`config.mk`:
```
export PLATFORM = sky130hd
export DESIGN_NAME = sprite_renderer
export DESIGN_NICKNAME = d
export VERILOG_FILES = /design/src/rtl/vga_pkg.sv /design/src/rtl/sprite_pkg.sv /design/src/rtl/sprite_hit_reg.sv /design/src/rtl/sprite_renderer.sv
export SDC_FILE = /design/constraint.sdc
export NUM_CORES = 1
export LEC_CHECK = 0
export BUFFER_PORTS_ARGS = -buffer_cell sky130_fd_sc_hd__buf_4
export CAP_MARGIN = 20
export CORE_ASPECT_RATIO = 1.5
export CORE_MARGIN = 2
export CORE_UTILIZATION = 57
export CTS_BUF_LIST = sky130_fd_sc_hd__clkbuf_2
export CTS_CLUSTER_SIZE = 20
export DETAILED_ROUTE_END_ITERATION = 8
export PLACE_DENSITY = 0.83
export REMOVE_ABC_BUFFERS = 1
export SLEW_MARGIN = 30
export SYNTH_ARGS = -nofsm -noshare
export SYNTH_HDL_FRONTEND = slang
export SYNTH_SLANG_ARGS = --single-unit
export TNS_END_PERCENT = 100
```
`constraint.sdc`:
```
create_clock -name clk_i -period 2.1 [get_ports clk_i]
set_input_delay 0.105 -clock clk_i [delete_from_list [all_inputs] [get_ports clk_i]]
set_output_delay 0.105 -clock clk_i [all_outputs]
set_load 0.02 [all_outputs]
```
`src/rtl/vga_pkg.sv`:
```
// Screen geometry and beam-position widths shared by the VGA timing
// generator and everything that consumes its beam coordinates.
package vga_pkg;
    localparam int SCREEN_H_RES = 640;
    localparam int SCREEN_V_RES = 480;
    localparam int X_POS_W      = 10;
    localparam int Y_POS_W      = 10;
endpackage

```
`src/rtl/sprite_pkg.sv`:
```
// Sprite record exchanged between game logic and the renderer, playfield
// decoration constants, colour type and the rectangle hit-test helper.
package sprite_pkg;
    import vga_pkg::*;

    localparam int SCREEN_BORDER        = 10;
    localparam int SEPARATOR_WIDTH      = 6;
    localparam int SEPARATOR_DOT_HEIGHT = 18;
    localparam int DOT_CNT_W            = $clog2(SEPARATOR_DOT_HEIGHT);

    localparam int COLOR_W = 12;
    typedef logic [COLOR_W-1:0] color_t;

    // Rectangle with exclusive right/bottom edges.
    typedef struct packed {
        logic [X_POS_W-1:0] x_pos;
        logic [Y_POS_W-1:0] y_pos;
        logic [X_POS_W-1:0] right;
        logic [Y_POS_W-1:0] bottom;
    } sprite_t;

    // A sprite with right <= x_pos or bottom <= y_pos can never satisfy both
    // bounds, so empty sprites need no special case.
    function automatic logic sprite_hit(input sprite_t s,
                                        input logic [X_POS_W-1:0] x,
                                        input logic [Y_POS_W-1:0] y);
        return (x >= s.x_pos) && (x < s.right) &&
               (y >= s.y_pos) && (y < s.bottom);
    endfunction
endpackage

```
`src/rtl/sprite_hit_reg.sv`:
```
// One sprite lane of the renderer: holds the per-frame shadow copy of a
// sprite record and registers whether the current beam position hits it.
// Ports:
//   clk_i, rst_i  pixel clock, synchronous active-high reset
//   load_i        capture sprite_i into the shadow copy (frame start)
//   sprite_i      live sprite record from game logic
//   x_pos_i       beam column
//   y_pos_i       beam row
//   hit_o         registered hit flag (one cycle after the beam position)
module sprite_hit_reg
    import vga_pkg::*;
    import sprite_pkg::*;
(
    input  logic               clk_i,
    input  logic               rst_i,
    input  logic               load_i,
    input  sprite_t            sprite_i,
    input  logic [X_POS_W-1:0] x_pos_i,
    input  logic [Y_POS_W-1:0] y_pos_i,
    output logic               hit_o
);
    sprite_t r_shadow;
    logic    r_hit;

    // The hit test always uses the shadow value held before this edge, so a
    // load coinciding with a visible pixel still renders that pixel from the
    // previous frame's record.
    always_ff @(posedge clk_i) begin
        if (rst_i) begin
            r_shadow <= '0;
            r_hit    <= 1'b0;
        end else begin
            r_hit <= sprite_hit(r_shadow, x_pos_i, y_pos_i);
            if (load_i) begin
                r_shadow <= sprite_i;
            end
        end
    end

    assign hit_o = r_hit;
endmodule

```
`src/rtl/sprite_renderer.sv`:
```
// Pixel renderer for the pong playfield. Snapshots player/enemy/ball sprite
// records at frame start, draws sprites, top/bottom borders and a dotted
// centre separator, and outputs a colour two clocks after the beam position,
// with hsync/vsync/visible delayed to match.
// Ports:
//   clk_i, rst_i               pixel clock, synchronous active-high reset
//   x_pos_i, y_pos_i           beam position
//   visible_i                  beam inside active area
//   hsync_i, vsync_i           syncs from the timing generator
//   frame_start_i              one-cycle pulse in vblank before row 0
//   player_i, enemy_i, ball_i  live sprite records
//   rgb_o                      pixel colour (0 while blanked)
//   hsync_o, vsync_o, visible_o  inputs delayed to align with rgb_o
module sprite_renderer
    import vga_pkg::*;
    import sprite_pkg::*;
#(
    parameter int                 COLOR_W    = sprite_pkg::COLOR_W,
    parameter logic [COLOR_W-1:0] FG_COLOR   = '1,
    parameter logic [COLOR_W-1:0] BG_COLOR   = '0,
    parameter logic [COLOR_W-1:0] BALL_COLOR = '1
) (
    input  logic               clk_i,
    input  logic               rst_i,
    input  logic [X_POS_W-1:0] x_pos_i,
    input  logic [Y_POS_W-1:0] y_pos_i,
    input  logic               visible_i,
    input  logic               hsync_i,
    input  logic               vsync_i,
    input  logic               frame_start_i,
    input  sprite_t            player_i,
    input  sprite_t            enemy_i,
    input  sprite_t            ball_i,
    output logic [COLOR_W-1:0] rgb_o,
    output logic               hsync_o,
    output logic               vsync_o,
    output logic               visible_o
);
    localparam logic [X_POS_W-1:0] SEP_X_LO =
        X_POS_W'(SCREEN_H_RES / 2 - SEPARATOR_WIDTH / 2);
    localparam logic [X_POS_W-1:0] SEP_X_HI =
        X_POS_W'(SCREEN_H_RES / 2 + SEPARATOR_WIDTH / 2);
    localparam logic [Y_POS_W-1:0] BORDER_TOP = Y_POS_W'(SCREEN_BORDER);
    localparam logic [Y_POS_W-1:0] BORDER_BOT = Y_POS_W'(SCREEN_V_RES - SCREEN_BORDER);
    localparam logic [DOT_CNT_W-1:0] DOT_LAST = DOT_CNT_W'(SEPARATOR_DOT_HEIGHT - 1);

    // Sprite lanes: 0 = player, 1 = enemy, 2 = ball.
    localparam int N_SPRITES = 3;
    localparam int IDX_BALL  = 2;

    sprite_t w_sprites [N_SPRITES];
    logic [N_SPRITES-1:0] w_hit;

    assign w_sprites[0] = player_i;
    assign w_sprites[1] = enemy_i;
    assign w_sprites[2] = ball_i;

    for (genvar gi = 0; gi < N_SPRITES; gi++) begin : g_sprite
        sprite_hit_reg u_hit (
            .clk_i    (clk_i),
            .rst_i    (rst_i),
            .load_i   (frame_start_i),
            .sprite_i (w_sprites[gi]),
            .x_pos_i  (x_pos_i),
            .y_pos_i  (y_pos_i),
            .hit_o    (w_hit[gi])
        );
    end

    // Separator dot pattern. The counter holds the number of rows already
    // finished inside the current dot; it advances at the first pixel of
    // every visible row except row 0, so each dot covers exactly
    // SEPARATOR_DOT_HEIGHT rows starting at the top of the screen.
    logic [DOT_CNT_W-1:0] r_dot_cnt;
    logic                 r_dot_on;
    logic                 w_row_advance;

    assign w_row_advance = visible_i && (x_pos_i == '0) && (y_pos_i != '0);

    always_ff @(posedge clk_i) begin
        if (rst_i || frame_start_i) begin
            r_dot_cnt <= '0;
            r_dot_on  <= 1'b1;
        end else if (w_row_advance) begin
            if (r_dot_cnt == DOT_LAST) begin
                r_dot_cnt <= '0;
                r_dot_on  <= ~r_dot_on;
            end else begin
                r_dot_cnt <= r_dot_cnt + 1'b1;
            end
        end
    end

    logic w_border;
    logic w_sep;

    assign w_border = (y_pos_i < BORDER_TOP) || (y_pos_i >= BORDER_BOT);
    assign w_sep    = r_dot_on && (x_pos_i >= SEP_X_LO) && (x_pos_i < SEP_X_HI);

    // Stage 1: decoration flags and delayed syncs (sprite flags live in the lanes).
    logic r_border_s1, r_sep_s1, r_vis_s1, r_hs_s1, r_vs_s1;

    always_ff @(posedge clk_i) begin
        if (rst_i) begin
            r_border_s1 <= 1'b0;
            r_sep_s1    <= 1'b0;
            r_vis_s1    <= 1'b0;
            r_hs_s1     <= 1'b0;
            r_vs_s1     <= 1'b0;
        end else begin
            r_border_s1 <= w_border;
            r_sep_s1    <= w_sep;
            r_vis_s1    <= visible_i;
            r_hs_s1     <= hsync_i;
            r_vs_s1     <= vsync_i;
        end
    end

    // Stage 2: colour select with fixed priority, forced black while blanked.
    logic [COLOR_W-1:0] w_color;

    always_comb begin
        w_color = BG_COLOR;
        if (w_hit[IDX_BALL]) begin
            w_color = BALL_COLOR;
        end else if (w_hit[0] || w_hit[1] || r_border_s1 || r_sep_s1) begin
            w_color = FG_COLOR;
        end
        if (!r_vis_s1) begin
            w_color = '0;
        end
    end

    logic [COLOR_W-1:0] r_rgb;
    logic               r_vis_s2, r_hs_s2, r_vs_s2;

    always_ff @(posedge clk_i) begin
        if (rst_i) begin
            r_rgb    <= '0;
            r_vis_s2 <= 1'b0;
            r_hs_s2  <= 1'b0;
            r_vs_s2  <= 1'b0;
        end else begin
            r_rgb    <= w_color;
            r_vis_s2 <= r_vis_s1;
            r_hs_s2  <= r_hs_s1;
            r_vs_s2  <= r_vs_s1;
        end
    end

    assign rgb_o     = r_rgb;
    assign hsync_o   = r_hs_s2;
    assign vsync_o   = r_vs_s2;
    assign visible_o = r_vis_s2;
endmodule
```
# Yosys cells after proc, flatten, opt, wreduce, memory -nomap -nowiden
# Cells that the tools add are included.
# totals
register_bits	149
out_inout_bits	15
# classes
n_addsub	1
n_bitwise	2
muxes	3
n_reduce_logical	22
order_cmp	16
n_eq_ne	1
# ops
operator	n
$ge A10 B10 Y1	6
$lt A10 B10 Y1	6
$mux W12	2
$ge A10 B9 Y1 const B	2
$logic_and A1 B1 Y1	13
$logic_not A10 Y1	1
$lt A10 B4 Y1 const B	1
$lt A10 B9 Y1 const B	1
$reduce_bool A10 Y1	1
$add A5 B1 Y5 const B	1
$eq A5 B5 Y1 const B	1
$logic_or A1 B1 Y1	5
$mux W5	1
$not A1 Y1	2
$reduce_and A2 Y1	1
$reduce_or A2 Y1	1

# Depth between registers and ports, before layout
# Gate-level depths: netlist of the first run.
# logic_depth
word_depth	5
depth_mapped	8
ltp_nobuf	8

# Hierarchy
# From an unflattened synthesis of the first run, not the netlist that was laid out.
# hier_totals
hier_cells	869
area_unflattened_um2	7880.1
# by_module_without_submodules
mod	cells_per_inst	n_inst	area_per_inst_um2	seq_area_each_um2
sprite_hit_reg	260	3	2358.5	820.8
sprite_renderer	89	1	804.5	300.3

# Worst setup path after synthesis of the first run
# OpenSTA, ideal clock, no wires.
# synth_timing
kind	register -> register
from	register g_sprite[0].u_hit.r_shadow[20] in the netlist's numbering
to	register g_sprite[0].u_hit.r_hit
setup_time_ns	0.133
path_buffers	0
path_stages_with_launch	8
slack_ns	0.441
t_arrival_ns	1.525
period_less_slack_ns	1.659
path_cell_list	dfxtp_1 ha_1 nand2b_1 a211o_1 o211ai_1 a21oi_1 a2111oi_0 nor4_1
# synth_between
elab_chain_len	3
# synth_rtl
element	line	text
start: declaration	sprite_hit_reg.sv:22	sprite_t r_shadow;
start signal: assignment	sprite_hit_reg.sv:35	r_shadow <= sprite_i;
$ge A10 B10 Y1	sprite_pkg.sv:28	(y >= s.y_pos) && (y < s.bottom);
$logic_and A1 B1 Y1	sprite_pkg.sv:27	return (x >= s.x_pos) && (x < s.right) &&
$logic_and A1 B1 Y1	sprite_pkg.sv:28	
end signal: assignment	sprite_hit_reg.sv:33	r_hit <= sprite_hit(r_shadow, x_pos_i, y_pos_i);
end: declaration	sprite_hit_reg.sv:23	logic r_hit;
# Every way passes these cells.
# A chain may end at the register's enable or synchronous reset.

# Worst setup path in the final report of the first run
# layout_timing
from	register r_dot_cnt[0]
to	register r_dot_cnt[0]
# layout_between
elab_chain_len	2
word_cells_on_any_way	3
classes_between	add/sub (1); eq/ne (1); mux (1)
# layout_rtl
element	line	text
start: declaration	sprite_renderer.sv:74	logic [DOT_CNT_W-1:0] r_dot_cnt;
start signal: assignment	sprite_renderer.sv:89	r_dot_cnt <= r_dot_cnt + 1'b1;
$add A5 B1 Y5 or $eq A5 B5 Y1 (tied branches)	sprite_renderer.sv:89, sprite_renderer.sv:85	
$mux W5 *	sprite_renderer.sv:85	if (r_dot_cnt == DOT_LAST) begin
# Every way passes the cells marked *; elsewhere a longest branch is shown, timed or not.

==> results of run 1 <==
-- layout by cell type, fill, tap and decap left out, types with 4 or more instances in the layout --
cell	synthesis	final
a211oi_1	8	8
a31oi_1	4	4
buf_4	11	166
o21ai_0	22	20
nor4_1	8	8
nor2_1	130	130
clkbuf_2	0	21
nor3_1	6	5
ha_1	116	116
nor2b_1	14	14
a21oi_1	34	33
nand2b_1	8	8
inv_1	113	113
dlygate4sd3_1	0	209
clkinv_1	0	4
nand4_1	11	11
nand3_1	13	13
dfxtp_1	138	135
a21o_1	13	13
bufinv_16	0	5
mux2i_1	121	121
nand2_1	11	11
-- synth_stat cells (11+ instances only) --
cell      number  area (um2)
buf_2         12        60.1
nor2b_1       14        87.6
nand4_1       11        68.8
o21ai_0       22         110
buf_4         11        82.6
nand2_1       11        41.3
nor2_1       130         488
nand3_1       13        65.1
dfxtp_1      138        2760
ha_1         116        1450
inv_1        113         424
a21o_1        13        97.6
clkbuf_1      15        56.3
mux2i_1      121        1210
a21oi_1       34         170
-- power breakdown --
| part | switching [mW] | total, mW | internal, mW |
|---|---|---|---|
| clock network | 0.992 | 1.89 | 0.903 |
| logic | 0.737 | 1.61 | 0.868 |
| registers | 0.0835 | 2.85 | 2.77 |
-- flip-flops by register name, indices dropped and copies added (netlist names) --
| signal | count |
|---|---|
| g_sprite.u_hit.hit_o | 3 |
| r_vs_s1 | 1 |
| g_sprite.u_hit.r_shadow | 120 |
| r_dot_cnt | 5 |
| rgb_o | 1 |
| r_border_s1 | 1 |
| hsync_o | 1 |
| r_vis_s1 | 1 |
| r_dot_on | 1 |
| vsync_o | 1 |
| r_sep_s1 | 1 |
| visible_o | 1 |
| r_hs_s1 | 1 |
-- stage by stage --
stage	TNS, ns	util (%)	power (mW)	setup slack, ns	hold slack, ns
4_1_cts	0	85.3	6.21	0.0329	0.00222
2_1_floorplan	0	-	3.48	0.184	0.174
6_report	-0.0934	85.4	6.35	-0.0934	0.0295
5_1_grt	-0.117	85.4	6.61	-0.117	0.00294
3_5_place_dp	0	67.6	4.04	0.296	0.339
3_3_place_gp	0	67.6	3.99	0.359	0.314
-- per-layer routing --
layer / global-route usage (%) / vias to the layer above
li1: - / 3608
met1: 34.6 / 3645
met2: 67.7 / 357
met3: 7.23 / 132
met4: 21.2 / 0
met5: 0 / -
-- layout make-up --
class / count / share of cell area, %
clock inverter: 11 / 1.53
inverter: 113 / 3.70
tap: 162 / 1.77
timing repair buffer: 379 / 29.8
antenna: 2 / 0.0437
clock buffer: 21 / 0.918
multi-input combinational: 557 / 38.1
sequential: 138 / 24.2
-- timing repair --
action                                  CTS  global route
endpoints found under the hold margin   132             3
resized for setup                         0             7
endpoints found under the setup margin    0             2
hold buffers                            209             2
-- how the worst min path moves through the flow --
stage	startpoint	to	slack [ns]	depth (start not counted)
6_report	y_pos_i[8]	g_sprite[0].u_hit.hit_o	0.03	4
5_1_grt	y_pos_i[8]	g_sprite[0].u_hit.hit_o	0.003	4
4_1_cts	x_pos_i[6]	r_dot_cnt[1]	0.002	5
3_5_place_dp	vsync_i	r_vs_s1	0.34	2
3_3_place_gp	vsync_i	r_vs_s1	0.31	2
2_1_floorplan	rst_i	r_border_s1	0.17	1
-- cells by family after synthesis --
family | share of synthesized area [%]
buffers and inverters | 8.14
and+or+nand+nor | 13.3
AOI/OAI and AO/OA | 8.43
DFF | 35.7
xor gates and xnor gates | 0.113
muxes | 15.6
adders and majority gates | 18.7
-- worst max-delay path, cell delays in order (launching register included) --
cell and delay, ns:
dfxtp_1 0.47, ha_1 0.19, nor4bb_1 0.48, buf_4 0.22, nor3_2 0.04, a21oi_1 0.12, dlygate4sd3_1 0.56, nor2_1 0.04
==> flow_summary.json, run 1 <==
{
  "post_route_cells_drive_above_1_share_pct": 17.3,
  "final_critical_path_setup_slack_ns": -0.0934,
  "detailroute.wirelength.met3_um": 1440,
  "critical_path.startpoint_type": "flop",
  "ff2ff_setup_slack_ns": -0.09,
  "post_synth.cell_area_avg_um2": 9.14,
  "slew_headroom_pct": 62.4,
  "pwr_density_cell_mw_per_mm2": 555,
  "grt_util_all_layers_pct": 35.7,
  "holdCritPathClass": "in2reg",
  "floorplan.initialDensity_pct": 57.8,
  "std_cell_rows": 52,
  "synth-seq-area-share_pct": 35.7,
  "place.detailed.hpwl_um": 13900,
  "post-route-min-period_ns": 2.19,
  "yosys_register_bits": 138,
  "ctsHtreeMaxLevel": 4,
  "worst-setup-path-type": "reg2reg",
  "crit_fanout": 5,
  "syn_inst": 848,
  "max_freq_mhz": 456,
  "failed_checks": "negative setup slack",
  "timing.reg2reg.worst_path_depth": 7,
  "synth_enable_flop_cells": 0,
  "placed_cells": 1140,
  "grt_pass1_wl_um": 40700,
  "synth_area_mm2": 0.00775,
  "antenna_violations_before_repair": 2,
  "dominantRegCellSynth": "dfxtp_1",
  "drt_pass1_iterations": 7,
  "numCtsBuffers": 17,
  "launch_point_of_the_worst_path": "r_dot_cnt[0]",
  "critical_path_required_ns": 2.73,
  "dpl-instance-area_mm2": 0.00906,
  "finalWirelength_um": 26000,
  "grt_remaining_overflow": 0,
  "dr.first_iter.drc_count": 374,
  "timing.final.max_slew_violations": 0,
  "die_h_um": 147,
  "hold_viol": 0,
  "topRoutingLayerUsed": "met4",
  "leakage_nw": 5.38,
  "via_count": 7742,
  "remaining_drc_errors": 0,
  "avgRoutedWirePerCell_um": 18.8,
  "synth_cell_types": 46,
  "ctsLongestPathBuffers": 2,
  "finish.instance_area_mm2": 0.0115,
  "wl_met2_um": 14200,
  "tightest_slew_ns": 0.564,
  "clkTransAtPathRegs_ns": 0.21,
  "multiInputGateArea_mm2": 0.00436,
  "clkLatencyLatePin_ns": 0.73,
  "timing.rr.end": "r_dot_cnt[0]",
  "floorplan_die_area_mm2": 0.0146,
  "critical_path.endpoint_type": "flop",
  "drt-met1-wl_um": 8800,
  "gp_congestion": 0.823,
  "final-setup-viol-count": 1,
  "finalNonFillerCells": 1383,
  "worst_ep_arrival_time_ns": 2.82,
  "grt_max_degree": 45,
  "clock_tree_from_tritoncts": "yes",
  "synth_async_sr_flop_share_pct": 0,
  "port_buffers": 160,
  "nNetsFinal": 1468,
  "syn_to_final_growth_pct": 47.8,
  "coreArea_mm2": 0.0134,
  "fin_worst_skew_ns": 0.0376,
  "postCtsSetupBuffers": 0,
  "finalCritPeriodShare_pct": 104,
  "outcome": "finished, violations left",
  "worst_r2r_startpoint": "r_dot_cnt[0]",
  "clock_tree.root_cell": "clkbuf_2",
  "total_i_o_pin_count": 161,
  "setup.worst_path.end": "r_dot_cnt[0]",
  "seq_area_mm2": 0.00277,
  "num-fill-cells": 698,
  "drv.max_cap_violation_count": 0,
  "dieWidth_um": 99.2,
  "ant_nets": 0,
  "vias_per_cell": 5.60,
  "ir_drop_v": 0.000548,
  "cts_sinks": 138,
  "first_global_vias": 8439,
  "number_of_warning_messages_in_the_yosys_log": 0
}
(Power assumes the default switching activity.)
==> run 2: changes to the inputs <==
CELL_PAD_IN_SITES_DETAIL_PLACEMENT = 1   (was unset)
CELL_PAD_IN_SITES_GLOBAL_PLACEMENT = 2   (was unset)
CORE_MARGIN = 1   (was 2)
CORE_UTILIZATION = 34   (was 57)
PLACE_DENSITY = 0.82   (was 0.83)
==> flow_summary.json, run 2 <==
{
  "synth_enable_flop_cells": 0,
  "ctsHtreeMaxLevel": 4,
  "ys_top_cells_by_area": "dfxtp_1 36%, ha_1 19%, mux2i_1 16%",
  "synth_area_mm2": 0.00775,
  "place.detailed.hpwl_um": 16000,
  "port_buffers": 160,
  "floorplan.initialDensity_pct": 34.6,
  "synth_async_sr_flop_share_pct": 0,
  "toolErrorMsg": "[ERROR RSZ-0060] Max buffer count reached.",
  "yosys_register_bits": 138,
  "synth_largest_area_cell": "dfxtp_1",
  "ctsLongestPathBuffers": 2,
  "synth_top_cell_area_share_pct": 35.7,
  "dominantRegCellSynth": "dfxtp_1",
  "total_i_o_pin_count": 161,
  "postCtsSetupBuffers": 0,
  "gp_congestion": 0.713,
  "post_synth.cell_area_avg_um2": 9.14,
  "std_cell_rows": 67,
  "number_of_warning_messages_in_the_yosys_log": 0,
  "cts_sinks": 138,
  "stop_stage": "clock tree synthesis",
  "numCtsBuffers": 17,
  "cell_with_the_most_instances_after_synthesis": "dfxtp_1",
  "dieWidth_um": 125,
  "synth_cell_types": 46,
  "clock_tree.root_cell": "clkbuf_2",
  "synth-seq-area-share_pct": 35.7,
  "post_cts_resize_count": 0,
  "outcome": "did not finish",
  "holdBufCountCts": 259,
  "syn_inst": 848,
  "die_h_um": 187,
  "synth.top_cells.by_count": "138 x dfxtp_1, 130 x nor2_1, 121 x mux2i_1"
}
-- run 2: cells by family after synthesis --
family | Yosys count | synth area share, %
compound gates | 104 | 8.43
xor+xnor | 1 | 0.113
fa+ha+maj | 116 | 18.7
buf+inv | 153 | 8.14
flops | 138 | 35.7
mux | 121 | 15.6
simple gates | 215 | 13.3
-- run 2: stage by stage --
stage / setup slack (ns) / std cells / utilization, % / instance area, um2 / hold WS (ns)
global placement: 0.284 / 1253 / 41.1 / 9210 / 0.315
floorplan: 0.184 / 808 / - / 7540 / 0.174
detailed placement: 0.181 / 1253 / 41.1 / 9210 / 0.322
==> run 3: changes to the inputs <==
CELL_PAD_IN_SITES_DETAIL_PLACEMENT = unset   (was 1)
CELL_PAD_IN_SITES_GLOBAL_PLACEMENT = unset   (was 2)
CORE_ASPECT_RATIO = unset   (was 1.5)
CORE_UTILIZATION = 40   (was 34)
CTS_BUF_LIST = unset   (was sky130_fd_sc_hd__clkbuf_2)
CTS_CLUSTER_SIZE = unset   (was 20)
PLACE_DENSITY = unset   (was 0.82)
PLACE_DENSITY_LB_ADDON = 0.15   (was unset)
==> flow_summary.json, run 3 (synthesis gave the netlist of run 1 again) <==
{
  "hold_viol": 0,
  "ir_drop_v": 0.000558,
  "seq_power_share_pct": 38.6,
  "floorplan.initialDensity_pct": 41.1,
  "finalWirelength_um": 19700,
  "coreArea_mm2": 0.0188,
  "numCtsBuffers": 17,
  "final_critical_path_setup_slack_ns": 0.263,
  "ctsLongestPathBuffers": 2,
  "grt_pass1_wl_um": 32400,
  "floorplan_die_area_mm2": 0.0199,
  "ctsHtreeMaxLevel": 4,
  "total_i_o_pin_count": 161,
  "diodes": 0,
  "finalCritPeriodShare_pct": 87.5,
  "cpPeakStageDelay_ns": 0.33,
  "clock_power_share_pct": 43.2,
  "timing.critical_path.slowest_stage_cell": "dfxtp_1",
  "num-fill-cells": 1671,
  "layout_common_cells": "166 x buf_4, 138 x dfxtp_1, 130 x nor2_1",
  "drt_pass1_iterations": 4,
  "post-route-min-period_ns": 1.84,
  "port_buffers": 160,
  "final_common_cell": "buf_4",
  "max_freq_mhz": 544,
  "post_route_cells_drive_above_1_share_pct": 18.3,
  "p_sw_mw": 1.85,
  "place.detailed.hpwl_um": 13700,
  "clkTransAtPathRegs_ns": 0.06,
  "fin_worst_skew_ns": 0.00737,
  "dpl_worst_slack_ns": 0.161,
  "nNetsFinal": 1381,
  "finalNonFillerCells": 1392,
  "tns_ns": 0,
  "antenna_violations_before_repair": 0,
  "ant_nets": 0,
  "final-setup-viol-count": 0,
  "launch_point_of_the_worst_path": "g_sprite[1].u_hit.r_shadow[7]",
  "worst_ep_arrival_time_ns": 2.13,
  "placed_cells": 1237,
  "pwr_density_cell_mw_per_mm2": 667,
  "largest_reg_flops": 120,
  "ff2ff_setup_slack_ns": 0.26,
  "die_h_um": 141,
  "critical_path.startpoint_type": "flop",
  "vias_per_cell": 4.71,
  "worst_r2r_startpoint": "g_sprite[1].u_hit.r_shadow[7]",
  "critical_path_required_ns": 2.39,
  "remaining_drc_errors": 0,
  "clock_tree.root_cell": "clkbuf_16",
  "leakage_nw": 5.10,
  "avgRoutedWirePerCell_um": 14.1,
  "swShare_pct": 25.1,
  "grt_max_degree": 56,
  "dr.first_iter.drc_count": 279,
  "cts_sinks": 138,
  "holdCritPathClass": "in2reg",
  "via_count": 6559,
  "dieWidth_um": 141,
  "timing.rr.end": "g_sprite[1].u_hit.hit_o",
  "crit_chain": "inv_1, ha_1, a21oi_1, nor2b_1, o21ai_0, nand4_1, a31o_2, nor4_1",
  "timing.final.max_slew_violations": 0,
  "outcome": "complete, no violations",
  "worst-setup-path-type": "reg2reg",
  "slew_headroom_pct": 58.7,
  "syn_to_final_growth_pct": 42.2,
  "tightest_slew_ns": 0.620,
  "rsz_0062_raised_after_global_routing": "no",
  "intPower_mw": 5.50,
  "proportion_of_power_drawn_by_combinational_gates_pct": 18.2,
  "std_cell_rows": 50,
  "critical_path.endpoint_type": "flop",
  "crit_fanout": 2,
  "grt_remaining_overflow": 0,
  "timing.reg2reg.worst_path_depth": 8,
  "clock_tree_from_tritoncts": "yes",
  "registers.top_by_ff_count": "g_sprite.u_hit.r_shadow",
  "setup.worst_path.end": "g_sprite[1].u_hit.hit_o",
  "gp_congestion": 0.774,
  "drv.max_cap_violation_count": 0,
  "grt_util_all_layers_pct": 20.8,
  "clkLatencyLatePin_ns": 0.42,
  "first_global_vias": 6580
}
## run 3: power by group through the flow
stage                     clock network [mW]  logic [mW]  registers [mW]
after floorplan                            0       0.592            2.88
after global placement                     0        1.14            2.89
after detailed placement                   0        1.15            2.89
after CTS                               3.23        1.35            2.84
after global routing                    3.35        1.51            2.85
final                                   3.17        1.34            2.84
## run 3: what timing repair did
| item | CTS | global route |
|---|---|---|
| endpoints found under the hold margin | 123 | 0 |
| hold buffers | 123 | 0 |
| setup buffers | 0 | 0 |
| resized for setup | 0 | 1 |
| setup endpoints to repair | 0 | 1 |
## run 3: through the flow
step | util (%) | instance area, um2 | power (mW) | hold WS, ns
5_1_grt | 58.5 | 11000 | 7.72 | 0.0498
4_1_cts | 58.5 | 11000 | 7.41 | 0.0227
6_report | 58.5 | 11000 | 7.35 | 0.0314
3_3_place_gp | 48.7 | 9160 | 4.03 | 0.317
2_1_floorplan | - | 7540 | 3.48 | 0.174
3_5_place_dp | 48.7 | 9160 | 4.05 | 0.321
## run 3: per-layer routing
metal / global-route usage, % / vias to the layer above / part of all wire [%] / wire length [um]
met2: 35.5 / 145 / 46 / 9030
li1: - / 3427 / - / -
met4: 4.12 / 0 / 0.72 / 141
met3: 4.11 / 12 / 4.3 / 845
met1: 27.3 / 2975 / 49 / 9680
met5: 0 / - / 0 / 0
## run 3: how the worst min path moves through the flow
stage	from	endpoint	depth (start not counted)	slack, ns
after global placement	hsync_i	r_hs_s1	2	0.32
after global routing	rst_i	r_vs_s1	2	0.05
after floorplan	rst_i	r_border_s1	1	0.17
after detailed placement	hsync_i	r_hs_s1	2	0.32
after CTS	x_pos_i[8]	r_sep_s1	3	0.02
final	x_pos_i[8]	r_sep_s1	3	0.03
## run 3: critical path: cells and delay by family (launching register included)
kind	cells	cell delay [ns]
compound gates	3	0.56
simple gates	3	0.50
fa+ha+maj	1	0.29
buf+inv	1	0.04
flops	1	0.33
## run 3: final cells by class
class                           count  area, um2  area share [%]
Timing Repair Buffer              292       2530            23.0
Multi-Input combinational cell    557       4360            39.5
Clock inverter                     12        173            1.57
Inverter                          113        424            3.85
Tap cell                          260        325            2.95
Sequential cell                   138       2760            25.1
Clock buffer                       20        447            4.05
